## config.mk

```make
export PLATFORM = sky130hd
export DESIGN_NAME = fetch_prefetch_buffer
export DESIGN_NICKNAME = d
export VERILOG_FILES = /design/src/rtl/fetch_prefetch_buffer.sv
export SDC_FILE = /design/constraint.sdc
export NUM_CORES = 1
export LEC_CHECK = 0
export ABC_AREA = 1
export ABC_CLOCK_PERIOD_IN_PS = 5500
export BUFFER_PORTS_ARGS = -buffer_cell sky130_fd_sc_hd__buf_2
export CORE_MARGIN = 2
export CORE_UTILIZATION = 45
export CTS_CLUSTER_DIAMETER = 100
export DETAILED_ROUTE_END_ITERATION = 10
export PLACE_DENSITY = 0.67
export SKIP_CTS_REPAIR_TIMING = 1
export SYNTH_ARGS = -nofsm -noshare
export SYNTH_HDL_FRONTEND = slang
export SYNTH_SLANG_ARGS = --single-unit
```

## constraint.sdc

```tcl
create_clock -name clk -period 5.5 [get_ports clk]
set_clock_uncertainty 0.1 [all_clocks]
set_input_delay 1.1 -clock clk [delete_from_list [all_inputs] [get_ports clk]]
set_output_delay 1.1 -clock clk [all_outputs]
set_load 0.005 [all_outputs]
```

## src/rtl/fetch_prefetch_buffer.sv

```systemverilog
// Instruction fetch front end: credit-limited sequential fetch into a DEPTH-entry queue.
// Optional FETCH_PERF_EN adds perf_bubble_cnt / perf_drop_cnt saturating counters.
module fetch_prefetch_buffer #(
  parameter int unsigned DEPTH    = 4,
  parameter logic [31:0] RESET_PC = 32'h0000_0000
) (
  input  logic        clk,
  input  logic        reset,
  input  logic        redirect,
  input  logic [31:0] redirect_pc,
  output logic        imem_req,
  output logic [31:0] imem_addr,
  input  logic        imem_gnt,
  input  logic        imem_rvalid,
  input  logic [31:0] imem_rdata,
  output logic        out_valid,
  output logic [31:0] out_instr,
  output logic [31:0] out_pc4,
  input  logic        out_ready
`ifdef FETCH_PERF_EN
  ,
  output logic [31:0] perf_bubble_cnt,
  output logic [31:0] perf_drop_cnt
`endif
);

  localparam int unsigned PW = $clog2(DEPTH);
  localparam int unsigned CW = PW + 1;
  localparam logic [CW:0]   DEPTH_W = (CW+1)'(DEPTH);
  localparam logic [CW-1:0] DEPTH_C = CW'(DEPTH);

  logic [31:0]   fetch_pc, resp_pc;
  logic [CW-1:0] count, outstanding, drop_cnt;
  logic [PW-1:0] wr_ptr, rd_ptr;
  logic [31:0]   instr_mem [DEPTH];
  logic [31:0]   pc_mem    [DEPTH];

  logic [CW:0]   occupancy;
  logic [31:0]   new_pc;
  logic          issue, resp, push, pop, discard;

  always_comb begin
    occupancy = {1'b0, count} + {1'b0, outstanding};
    new_pc    = redirect_pc & ~32'd3;
    imem_req  = !reset && !redirect && (occupancy < DEPTH_W);
    imem_addr = fetch_pc;
    issue     = imem_req && imem_gnt;
    // Responses with nothing outstanding are protocol errors and ignored.
    resp      = imem_rvalid && (outstanding != '0);
    push      = resp && !redirect && (drop_cnt == '0);
    discard   = resp && (redirect || (drop_cnt != '0));
    out_valid = (count != '0);
    pop       = out_valid && out_ready;
    out_instr = out_valid ? instr_mem[rd_ptr] : '0;
    out_pc4   = out_valid ? (pc_mem[rd_ptr] + 32'd4) : '0;
  end

  always_ff @(posedge clk) begin
    if (reset) begin
      fetch_pc    <= RESET_PC;
      resp_pc     <= RESET_PC;
      count       <= '0;
      outstanding <= '0;
      drop_cnt    <= '0;
      wr_ptr      <= '0;
      rd_ptr      <= '0;
    end else begin
      outstanding <= outstanding + CW'(issue) - CW'(resp);
      if (redirect) begin
        // Everything still in flight after this cycle belongs to the old stream.
        count    <= '0;
        wr_ptr   <= '0;
        rd_ptr   <= '0;
        fetch_pc <= new_pc;
        resp_pc  <= new_pc;
        drop_cnt <= outstanding - CW'(resp);
      end else begin
        if (issue) fetch_pc <= fetch_pc + 32'd4;
        if (resp && (drop_cnt != '0)) drop_cnt <= drop_cnt - CW'(1);
        if (push) begin
          wr_ptr  <= wr_ptr + PW'(1);
          resp_pc <= resp_pc + 32'd4;
        end
        if (pop) rd_ptr <= rd_ptr + PW'(1);
        count <= count + CW'(push) - CW'(pop);
      end
    end
  end

  always_ff @(posedge clk) begin
    if (!reset && push) begin
      instr_mem[wr_ptr] <= imem_rdata;
      pc_mem[wr_ptr]    <= resp_pc;
    end
  end

`ifdef FETCH_PERF_EN
  always_ff @(posedge clk) begin
    if (reset) begin
      perf_bubble_cnt <= '0;
      perf_drop_cnt   <= '0;
    end else begin
      if (out_ready && !out_valid && !redirect && (perf_bubble_cnt != '1))
        perf_bubble_cnt <= perf_bubble_cnt + 32'd1;
      if (discard && (perf_drop_cnt != '1))
        perf_drop_cnt <= perf_drop_cnt + 32'd1;
    end
  end
`else
  logic unused_discard;
  assign unused_discard = discard;
`endif

  no_overflow: assert property (@(posedge clk) disable iff (reset) !(push && (count == DEPTH_C)));

endmodule

```

==> summary.txt <==
Startpoint types = register
Pint = 4.45 mW
Worst R2R Path Depth = 9
FF-to-FF setup slack = 2540 ps
Logic gate share of total power = 10.5%
Final Hold Vio Count = 0
Setup violations, final = 0
HPWL Detailed = 25500 um
Syn_area_per_cell = 8.59 sq um
Num rows = 68
Worst EP required = 4300 ps
Port Buf Inserts = 161
Net Sw Frac = 24.5%
RR Startpoint = outstanding[2]
Vias post-DR = 12800
First-pass GRT wire length = 61700 um
GRT overflow = 0
Setup CP Type = register to output port
Clock edge transition at the registers on the reported setup and hold paths = 50 ps
DR pass1 iterations = 5
Clk Latency, worst-skew pair = 510 ps
Hold Crit Start = rd_ptr[1]
Max Cap Viol = 0
Hold path cells = 2
Synth-to-Final Area Change = 15.1%
Static leakage power = 7.39 nW
Starting Density = 45.7%
Post-synth ARST share = 0%
Final hold slack = 370 ps
GRT Resource Usage Total = 21.4%
Clk sinks = 323
Max VDD drop = 219 uV
DRC Markers = 0
P per Cell Area = 323 mW/mm^2
Clk root buf = clkbuf_16
EDFF count, synth = 248
DIE HEIGHT = 192 um
Sw power = 1.44 mW
Setup TNS = 0 ps
Post-Syn Area = 0.0158 sq mm
YS warnings = 0
Crit share post-route = 83.2%
Fraction of layout cells with a size suffix above 1 = 13.1%
Die W = 192 um
Commonest cells post-synth = nand2_1 (537), nor2_1 (277), edfxtp_1 (248)
Part of the power in registers = 47.4%
Gpl congestion = 0.902
Vias in the first global route = 12200
Die Area = 0.0367 sq mm
Clk pwr share = 42.1%
Unrepaired setup endpoints after global routing = no
# IOs = 168
Dominant cell type by area after synthesis = edfxtp_1
Pin count of the biggest net entering global routing = 132
Nets = 2069
H-tree levels = 2
Top post-synthesis cells by area = edfxtp_1 (47%), nand2_1 (13%), dfxtp_1 (9.5%)
Antenna Nets Post-Route = 0
FMAX = 218 MHz
Initial antenna violation count = 0
RR Endpoint = instr_mem[1][14]
Final min period = 4580 ps
Register area share after synthesis = 56.5%
TritonCTS Buffers = 37
Crit end category = output port
DR iter-0 viols = 895
CTS tree = yes
Actual slew at the worst max-slew pin = 895 ps
Critical path arrival = 3380 ps
CP Max Fanout = 73
Core area = 0.0346 sq mm
Synth Register Bits = 323
HP Class = register to register
Primary FF master, synth = edfxtp_1
Unique masters post-synth = 38
Slew Viols, Final = 0
Cells after Synth = 1843
DR vias/cell = 5.18
Slew margin rel. = 40.3%
Run status = finished, final reports clean
Avg WL per Cell = 16.0 um
Clock Tree Buf Depth = 3
Top-count cell post-synth = nand2_1
Final WL = 39400 um
Antenna cells = 0
Top cell type's share of synthesized area = 47.0%
worst max path at each step:
stage	start	endpoint	slack, ps	cells past startpoint
floorplan	imem_rvalid	instr_mem[0][0]	400	7
global placement	redirect	instr_mem[1][30]	1370	9
detailed placement	redirect	instr_mem[1][17]	1380	9
CTS	register	out_pc4[16]	880	13
global route	register	out_pc4[16]	650	13
finish	register	out_pc4[16]	920	13
power groups by stage:
stage / sequential (mW) / combinational [mW] / clock [mW]
CTS: 2.79 / 0.621 / 2.52
detailed placement: 2.84 / 0.617 / 0
floorplan: 2.82 / 0.412 / 0
global placement: 2.84 / 0.599 / 0
finish: 2.79 / 0.617 / 2.48
global route: 2.80 / 0.706 / 2.62
per-stage QoR:
stage	worst slack, ps	area [sq um]	utilization, %	cells	total power, mW
final	923	18200	52.6	2464	5.89
after global routing	648	18200	52.6	2464	6.13
after CTS	885	18200	52.6	2464	5.93
after detailed placement	1380	17000	49.0	2396	3.46
after global placement	1370	17000	49.0	2396	3.44
after floorplan	398	15800	-	1846	3.23
flip-flops by register name, summed over array words and instances, names as in the netlist, named ones only:
signal       cells
drop_cnt         3
wr_ptr           2
pc_mem         120
outstanding      3
rd_ptr           2
instr_mem      128
count            3
resp_pc         30
imem_addr       30
cells by family after synthesis:
family,Yosys count,synth area share (%)
simple gates,983,25.1
flops,323,56.5
compound gates,259,8.55
buf+inv,222,6.18
xor+xnor,36,1.99
fa+ha+maj,19,1.60
other cells,1,0.0237
placed cells by master (no fill, tap or decap), types with 27 or more instances in the layout:
cell type	n
nand2_1	537
nor2_1	273
edfxtp_1	248
buf_2	161
inv_1	138
o21ai_0	134
nand3_1	109
a21oi_1	92
dfxtp_1	73
clkbuf_16	39
xor2_1	28
nor3_1	27
metal layers:
| layer | global-route usage (%) | part of all wire, % | vias up | routed length [um] |
|---|---|---|---|---|
| met1 | 28.8 | 45 | 5925 | 17700 |
| met3 | 3.18 | 6.7 | 71 | 2630 |
| li1 | - | - | 6362 | - |
| met4 | 6.36 | 2.5 | 0 | 971 |
| met5 | 0 | 0 | - | 0 |
| met2 | 35.7 | 46 | 417 | 18100 |
critical path, cell delays in order, from the launching register on:
cell,delay [ps]
dfxtp_4,370
buf_4,620
nand2_1,190
nand2_1,120
nand2_1,60
nand2_2,100
ha_1,170
nand3_1,140
nor2_2,170
nand2_1,180
nor2_2,270
o21ai_0,110
nor2_1,210
buf_2,160
layout make-up:
cell class / count / area, sq um
Multi-Input combinational cell: 1301 / 5950
Sequential cell: 323 / 8950
Fill cell: 3165 / 16400
Timing Repair Buffer: 174 / 953
Tap cell: 455 / 569
Clock inverter: 21 / 211
Clock buffer: 47 / 1040
Inverter: 143 / 542
Power figures use the tool's default switching activity.
